**src/rtl/ccff_chain_loader.sv**
```systemverilog
// ccff_chain_loader
//   Programming-side driver for the fabric configuration chain. Bitstream
//   words arrive over a valid/ready stream and are shifted LSB-first into
//   ccff_head. The bits leaving ccff_tail are packed back into readback words
//   so the previous chain contents can be checked.
//
// Parameters
//   WORD_W     width of bitstream and readback words
//   CHAIN_LEN  total configuration bits in the chain (any value >= 1)
//
// Ports
//   clk            clock shared with the fabric chain DFFs
//   reset          synchronous active-high reset
//   start          one-cycle pulse, starts a pass (honoured only when idle)
//   in_data        bitstream word, bit 0 shifted first
//   in_valid       in_data valid
//   in_ready       word accepted this cycle (decoded from state only)
//   ccff_head      serial data into the chain
//   ccff_shift_en  chain shifts on every clk edge where this is high
//   ccff_tail      serial data out of the chain
//   rb_data        readback word, bit 0 = first tail bit of the word
//   rb_valid       one-cycle pulse qualifying rb_data (no backpressure)
//   busy           pass in progress
//   done           one-cycle pulse when the pass completes
//   crc            CRC-16-CCITT over the tail bits when CCFF_TAIL_CRC_EN
//                  is defined; tied to 0 otherwise
//
// Build option
//   CCFF_TAIL_CRC_EN  builds the tail CRC (poly 0x1021, init 0xFFFF).
module ccff_chain_loader #(
  parameter int unsigned WORD_W    = 32,
  parameter int unsigned CHAIN_LEN = 1024
) (
  input  logic              clk,
  input  logic              reset,
  input  logic              start,
  input  logic [WORD_W-1:0] in_data,
  input  logic              in_valid,
  output logic              in_ready,
  output logic              ccff_head,
  output logic              ccff_shift_en,
  input  logic              ccff_tail,
  output logic [WORD_W-1:0] rb_data,
  output logic              rb_valid,
  output logic              busy,
  output logic              done,
  output logic [15:0]       crc
);

  localparam int unsigned IDX_W = (WORD_W > 1) ? $clog2(WORD_W) : 1;
  localparam int unsigned CNT_W = $clog2(CHAIN_LEN + 1);

  typedef enum logic [1:0] {
    S_IDLE,
    S_LOAD,
    S_SHIFT,
    S_DONE
  } state_t;

  state_t            r_state;
  state_t            w_state_nxt;

  logic [WORD_W-1:0] r_sreg;
  logic [CNT_W-1:0]  r_bit_cnt;
  logic [IDX_W-1:0]  r_widx;
  logic [WORD_W-1:0] r_rb_sreg;
  logic [WORD_W-1:0] r_rb_data;
  logic              r_rb_valid;

  logic              w_start;
  logic              w_accept;
  logic              w_shift;
  logic              w_last_bit;
  logic              w_word_end;
  logic [WORD_W-1:0] w_rb_next;

  assign w_start    = start && (r_state == S_IDLE);
  assign w_accept   = in_valid && (r_state == S_LOAD);
  assign w_shift    = (r_state == S_SHIFT);
  assign w_last_bit = (r_bit_cnt == CNT_W'(CHAIN_LEN - 1));
  assign w_word_end = (r_widx == IDX_W'(WORD_W - 1));

  // Readback word with the bit leaving the chain at this edge merged in.
  always_comb begin
    w_rb_next         = r_rb_sreg;
    w_rb_next[r_widx] = ccff_tail;
  end

  always_ff @(posedge clk) begin
    if (reset) begin
      r_state <= S_IDLE;
    end else begin
      r_state <= w_state_nxt;
    end
  end

  always_comb begin
    w_state_nxt = r_state;
    case (r_state)
      S_IDLE:  if (start)    w_state_nxt = S_LOAD;
      S_LOAD:  if (in_valid) w_state_nxt = S_SHIFT;
      S_SHIFT: begin
        // The chain end takes priority over the word boundary, which is how
        // the tail of a partial last word gets dropped.
        if (w_last_bit)      w_state_nxt = S_DONE;
        else if (w_word_end) w_state_nxt = S_LOAD;
      end
      S_DONE:                w_state_nxt = S_IDLE;
      default:               w_state_nxt = S_IDLE;
    endcase
  end

  always_comb begin
    in_ready      = 1'b0;
    ccff_shift_en = 1'b0;
    ccff_head     = 1'b0;
    busy          = 1'b0;
    done          = 1'b0;
    case (r_state)
      S_LOAD: begin
        in_ready = 1'b1;
        busy     = 1'b1;
      end
      S_SHIFT: begin
        ccff_shift_en = 1'b1;
        ccff_head     = r_sreg[0];
        busy          = 1'b1;
      end
      S_DONE: begin
        busy = 1'b1;
        done = 1'b1;
      end
      default: ;
    endcase
  end

  always_ff @(posedge clk) begin
    if (reset) begin
      r_sreg     <= '0;
      r_bit_cnt  <= '0;
      r_widx     <= '0;
      r_rb_sreg  <= '0;
      r_rb_data  <= '0;
      r_rb_valid <= 1'b0;
    end else begin
      r_rb_valid <= 1'b0;
      if (w_start) begin
        r_bit_cnt <= '0;
        r_widx    <= '0;
        r_rb_sreg <= '0;
      end
      if (w_accept) begin
        r_sreg <= in_data;
      end
      if (w_shift) begin
        r_sreg    <= r_sreg >> 1;
        r_bit_cnt <= r_bit_cnt + 1'b1;
        r_widx    <= w_word_end ? '0 : r_widx + 1'b1;
        if (w_word_end || w_last_bit) begin
          // Clearing the collector makes uncollected bits of a partial
          // final word read as 0.
          r_rb_data  <= w_rb_next;
          r_rb_valid <= 1'b1;
          r_rb_sreg  <= '0;
        end else begin
          r_rb_sreg <= w_rb_next;
        end
      end
    end
  end

  assign rb_data  = r_rb_data;
  assign rb_valid = r_rb_valid;

`ifdef CCFF_TAIL_CRC_EN
  logic [15:0] r_crc;
  logic        w_crc_fb;

  assign w_crc_fb = r_crc[15] ^ ccff_tail;

  always_ff @(posedge clk) begin
    if (reset) begin
      r_crc <= '0;
    end else if (w_start) begin
      r_crc <= 16'hFFFF;
    end else if (w_shift) begin
      r_crc <= {r_crc[14:0], 1'b0} ^ (w_crc_fb ? 16'h1021 : 16'h0000);
    end
  end

  assign crc = r_crc;
`else
  assign crc = '0;
`endif

endmodule

```
**config.mk**
```make
export PLATFORM = sky130hd
export DESIGN_NAME = ccff_chain_loader
export DESIGN_NICKNAME = d
export VERILOG_FILES = /design/src/rtl/ccff_chain_loader.sv
export SDC_FILE = /design/constraint.sdc
export NUM_CORES = 1
export LEC_CHECK = 0
export BUFFER_PORTS_ARGS = -buffer_cell sky130_fd_sc_hd__buf_2
export CORE_UTILIZATION = 50
export DETAILED_ROUTE_END_ITERATION = 6
export GPL_TIMING_DRIVEN = 0
export HOLD_SLACK_MARGIN = 0.1
export PLACE_DENSITY = 0.71
export SYNTH_ARGS = -nofsm -noshare
export SYNTH_HDL_FRONTEND = slang
export SYNTH_SLANG_ARGS = --single-unit
```
**constraint.sdc**
```tcl
create_clock -name clk -period 2.85 [get_ports clk]
set_input_delay 0.285 -clock clk [delete_from_list [all_inputs] [get_ports clk]]
set_output_delay 0.285 -clock clk [all_outputs]
set_load 0.01 [all_outputs]
```
-- Word level (Yosys, flattened, before mapping)
Cells that the tools add are included.
- mux-type cells: 24
- add/sub/neg operators: 2
- eq/ne operators: 8
- reductions and logical operators: 12
- bitwise logic cells: 1
- $lt $le $gt $ge: 2
- operator list (kind ; count):
    32-bit 2-to-1 mux ; 3
    31-bit 2-to-1 mux ; 2
    32-bit bitwise mux ; 1
    11-bit 2-to-1 mux ; 2
    5-bit 2-to-1 mux ; 3
    11-bit by 1-bit adder with 11-bit output, second input constant ; 1
    11-bit by 10-bit == test with 1-bit output, second input constant ; 1
    2-bit 2-to-1 mux ; 4
    2-bit one-hot mux with 4 select lines ; 1
    1-bit 2-to-1 mux ; 7
    5-bit by 6-bit less-than comparator with 1-bit output, second input constant ; 1
    5-bit by 1-bit adder with 5-bit output, second input constant ; 1
    1-bit demux with 5-bit select ; 1
    5-bit == test, second input constant ; 1
    5-bit by 1-bit >= comparator with 1-bit output, second input constant ; 1
    2-bit == test, second input constant ; 2
    2-bit != test, second input constant ; 2
    2-bit nonzero test ; 2
    2-bit OR reduction ; 2
    1-bit logical AND ; 3
    3-bit by 1-bit != test with 1-bit output, second input constant ; 1
    3-bit AND reduction ; 1
    3-bit OR reduction ; 1
    2-bit by 1-bit == test with 1-bit output, second input constant ; 1
    other kinds (4) ; 4
- input port bits: 37
- word-level logic and storage cells: 57
- output and inout port bits: 54
- bits in registers: 115

-- Longest topological paths before layout
- word-level depth: 7
- gate-level depth with buffers: 8
- depth with buffers taken out: 6

-- Worst setup path after synthesis
No wires, ideal clock.
- kind: register -> register
- from: register r_widx[2]
- to: register r_rb_data[10] (netlist: rb_data[10])
- clock period less this slack: 2.088 ns
- path buffers: 4
- data arrival time: 1.967 ns
- cell stages (with the launch flop): 9
- data required time: 2.729 ns
- setup slack: 0.762 ns
- setup time: 0.121 ns
- path through: dfxtp_1 clkbuf_1 buf_1 and3_1 ha_1 o21a_1 buf_6 buf_12 mux2_4
- word-level cells in the longest chain between the ends: 5
- elaborated cells between the ends (all ways): 9
- classes of those cells: order compare (2); eq/ne (1); mux (3); reduce/logical (3)
- ends and longest elaborated chain (what ; RTL line ; text):
    start, declared ; 65 ; logic [IDX_W-1:0] r_widx;
    start signal, assigned ; 158 ; r_widx <= w_word_end ? '0 : r_widx + 1'b1;
    5-bit by 6-bit less-than comparator with 1-bit output (implied by the code) / 5-bit by 1-bit >= comparator with 1-bit output (equally long branches) ; 86 ; w_rb_next[r_widx] = ccff_tail;
    1-bit logical AND (implied by the code) ; 86 ;
    1-bit 2-to-1 mux (implied by the code) ; 86 ;
    1-bit demux with 5-bit select ; 86 ;
    32-bit bitwise mux ; 86 ;
    end signal, assigned ; 162 ; r_rb_data <= w_rb_next;
    end, declared ; 67 ; logic [WORD_W-1:0] r_rb_data;
Parallel ways exist; a longest one is shown, timed or not.
A chain may end at the register's enable or synchronous reset.

-- Worst setup path after layout
- from: register r_widx[0]
- to: register r_rb_sreg[19]
- word-level cells in the longest chain between the ends: 7
- elaborated cells between the ends (all ways): 10
- classes of those cells: order compare (2); eq/ne (1); mux (5); reduce/logical (2)
- ends and longest elaborated chain (what ; RTL line ; text):
    5-bit by 6-bit less-than comparator with 1-bit output (implied by the code) / 5-bit by 1-bit >= comparator with 1-bit output (equally long branches) ; 86 ;
    1-bit logical AND (implied by the code) ; 86 ;
    1-bit 2-to-1 mux (implied by the code) ; 86 ;
    1-bit demux with 5-bit select ; 86 ;
    32-bit bitwise mux ; 86 ;
    32-bit 2-to-1 mux * ; 159 ; if (w_word_end || w_last_bit) begin
    32-bit 2-to-1 mux * ; 155 ; if (w_shift) begin
    end signal, assigned ; 166 ; r_rb_sreg <= w_rb_next;
    end, declared ; 66 ; logic [WORD_W-1:0] r_rb_sreg;
Every way passes the cells marked *; elsewhere a longest branch is shown, timed or not.

==> impl_metrics.env <==
export IMPL_root_buffer="clkbuf_8"
export IMPL_finalSetupViolations=0
export IMPL_hold_viol=0
export IMPL_layout_commonest_cell="dfxtp_1"
export IMPL_fin_worst_skew_ns=0.00404
export IMPL_core_area_um2=10500
export IMPL_synthCells=620
export IMPL_final_cell_mix="dfxtp_1 (115), buf_2 (83), nand2_1 (76)"
export IMPL_critical_path_arrival_ns=2.96
export IMPL_period_minus_slack_ns=2.49
export IMPL_viasPerCell=5.68
export IMPL_leakage_nw=2.80
export IMPL_final_util_pct=66.3
export IMPL_max_freq_mhz=401
export IMPL_grt_util_all_layers_pct=26.5
export IMPL_top_layer_used="met4"
export IMPL_reg2reg_depth=7
export IMPL_synthDistinctLibCells=50
export IMPL_critPathCaptureType="flip-flop"
export IMPL_peakVddDrop_mv=0.359
export IMPL_fill_cells=840
export IMPL_io_pins=91
export IMPL_synth_area_um2=5500
export IMPL_ys_seq_area_share_pct=41.8
export IMPL_critPathMaxFanout=10
export IMPL_rsz0062_at_grt="false"
export IMPL_dp_hpwl_um=9580
export IMPL_layout_drive_gt1_share_pct=23.1
export IMPL_place_congestion=0.877
export IMPL_post_cts_buffers=0
export IMPL_wl_met1_um=6210
export IMPL_die_w_um=107
export IMPL_netlist_top_cells_area="dfxtp_1 (42%), mux2_4 (7.9%), nand2_1 (5.2%)"
export IMPL_n_antenna_cell=0
export IMPL_ys_async_sr_fraction_pct=0
export IMPL_final_max_slew_viol_count=0
export IMPL_holdWs_ns=0.129
export IMPL_rows=37
export IMPL_via_count=5148
export IMPL_grt_first_pass_wirelength_um=23900
export IMPL_synth_edf_count=0
export IMPL_htree_num_levels=4
export IMPL_critical_path_startpoint_type="flip-flop"
export IMPL_first_global_vias=5084
export IMPL_hold_start="in_valid"
export IMPL_syn_avg_cell_area_um2=8.88
export IMPL_grt_antenna_before_repair=0
export IMPL_critPathRequiredTime_ns=3.32
export IMPL_overflow=0
export IMPL_synth_seq_cells=115
export IMPL_insertion_delay_ns=0.52
export IMPL_die_h_um=107
export IMPL_worstSetupStartpoint="r_widx[0]$_SDFFE_PP0P_"
export IMPL_route_met2_wl_um=6810
export IMPL_regToRegEndpoint="r_rb_sreg[19]$_SDFFE_PP0P_"
export IMPL_hp_class="primary input to flip-flop"
export IMPL_rrSetupSlack_ns=0.36
export IMPL_ys_flop_type="dfxtp_1"
export IMPL_clk_pin_slew_ns=0.06
export IMPL_p_per_area_nw_per_um2=587
export IMPL_nets=801
export IMPL_fin_crit_sh_pct=87.5
export IMPL_routed_wl_um=14500
export IMPL_max_cap_violations=0
export IMPL_drc_errors=0
export IMPL_start_util_pct=52.4
export IMPL_grt_max_degree=17
export IMPL_ant_nets=0
export IMPL_cts_tree="done"
export IMPL_area_growth_pct=26.6
export IMPL_cts_buffer_depth=2
export IMPL_crit_path_end="r_rb_sreg[19]$_SDFFE_PP0P_"
export IMPL_die_area_um2=11400
export IMPL_wire_per_inst_um=16.0
export IMPL_fin_setup_tns_ns=0
export IMPL_rr_startpoint="r_widx[0]$_SDFFE_PP0P_"
export IMPL_dr_wl_met3_um=1140
export IMPL_path_class="flip-flop to flip-flop"
export IMPL_port_buffers=73
export IMPL_yosys_area_top_type_share_pct=41.8
export IMPL_first_pass_iters=5
export IMPL_relSlewSlack_pct=63.7
export IMPL_yosys_warnings=0
export IMPL_worst_pin_slew_ns=0.544
export IMPL_outcome="finished clean"
export IMPL_numCtsBuffers=17
export IMPL_drt_iter0_markers=460
export IMPL_synth_top_area_cell="dfxtp_1"
export IMPL_cts_sinks=115
[cell families after synthesis]
family          Yosys count  share of synthesized area, %
fa+ha+maj                 6                          1.36
compound gates          163                          20.1
flops                   115                          41.8
buf+inv                  75                          7.46
other cells               1                        0.0681
simple gates            227                          20.5
mux                      33                          8.73
[metal layers]
metal  vias to the layer above  global-route usage (%)
li1                       2470                       -
met1                      2428                    32.8
met2                       215                    43.0
met3                        35                    6.81
met4                         0                    12.4
met5                         -                       0
[synth_stat cells (3+ instances only)]
| master | instances |
|---|---|
| nor2_1 | 43 |
| ha_1 | 6 |
| nand4_1 | 18 |
| inv_1 | 5 |
| buf_2 | 10 |
| o21ai_0 | 38 |
| a311oi_1 | 32 |
| dfxtp_1 | 115 |
| a21oi_1 | 42 |
| nand2_1 | 76 |
| nand3_1 | 19 |
| nor2b_1 | 40 |
| mux2_4 | 29 |
| buf_12 | 3 |
| buf_4 | 16 |
| buf_1 | 3 |
| a22oi_1 | 3 |
| a211oi_1 | 3 |
| and2_1 | 3 |
| mux2_2 | 4 |
| nand2b_1 | 7 |
| clkbuf_1 | 37 |
| a22o_1 | 32 |
| nor3_1 | 4 |
[per-stage QoR]
step	power [W]	area (um2)	setup WS [ns]	std cells
after CTS	0.00410	6960	0.195	907
final	0.00409	6970	0.355	907
after detailed placement	0.00208	6100	0.241	844
after global routing	0.00425	6970	0.164	907
after floorplan	0.00197	5560	0.762	635
after global placement	0.00206	6100	0.247	844
[registers in the layout, summed over array words and instances (netlist names)]
name       flops
r_sreg        32
r_rb_sreg     32
rb_data       32
r_state        2
r_widx         5
r_bit_cnt     11
rb_valid       1
[worst min path at each step]
stage,end,slack (ns),depth (start not counted)
floorplan,r_bit_cnt[9]$_SDFFE_PP0P_,0.43,1
global placement,r_bit_cnt[9]$_SDFFE_PP0P_,0.45,1
detailed placement,r_bit_cnt[9]$_SDFFE_PP0P_,0.46,1
CTS,r_state[0]$_SDFFE_PP0P_,0.11,4
global route,r_state[0]$_SDFFE_PP0P_,0.14,4
finish,r_state[0]$_SDFFE_PP0P_,0.13,4
[repair_timing]
item,in CTS,in global routing
hold endpoints to repair,31,0
setup endpoints to repair,0,13
hold buffers,31,0
resized for setup,0,1
[power breakdown]
part	switching, W	internal [W]
combinational	0.000240	0.000152
clock	0.000770	0.00123
sequential	0.0000320	0.00167
[area by class of cell]
cell class              count  area, um2  area share, %
well taps                 136        170           2.44
repair buffers            104        676           9.69
flip-flops and latches    115       2300           33.0
multi-input cells         445       2850           40.9
clock buffers              18        418           6.00
plain buffers              70        392           5.62
clock inverters            14        140           2.01
inverters                   5       18.8          0.269
[worst max-delay path: stages, from the launching register on]
cell and delay (ns):
dfxtp_1 0.36, ha_1 0.21, clkbuf_1 0.23, and3_1 0.26, ha_1 0.26, nor3_2 0.43, clkbuf_1 0.47, a22o_1 0.22
Power figures use the tool's default switching activity.
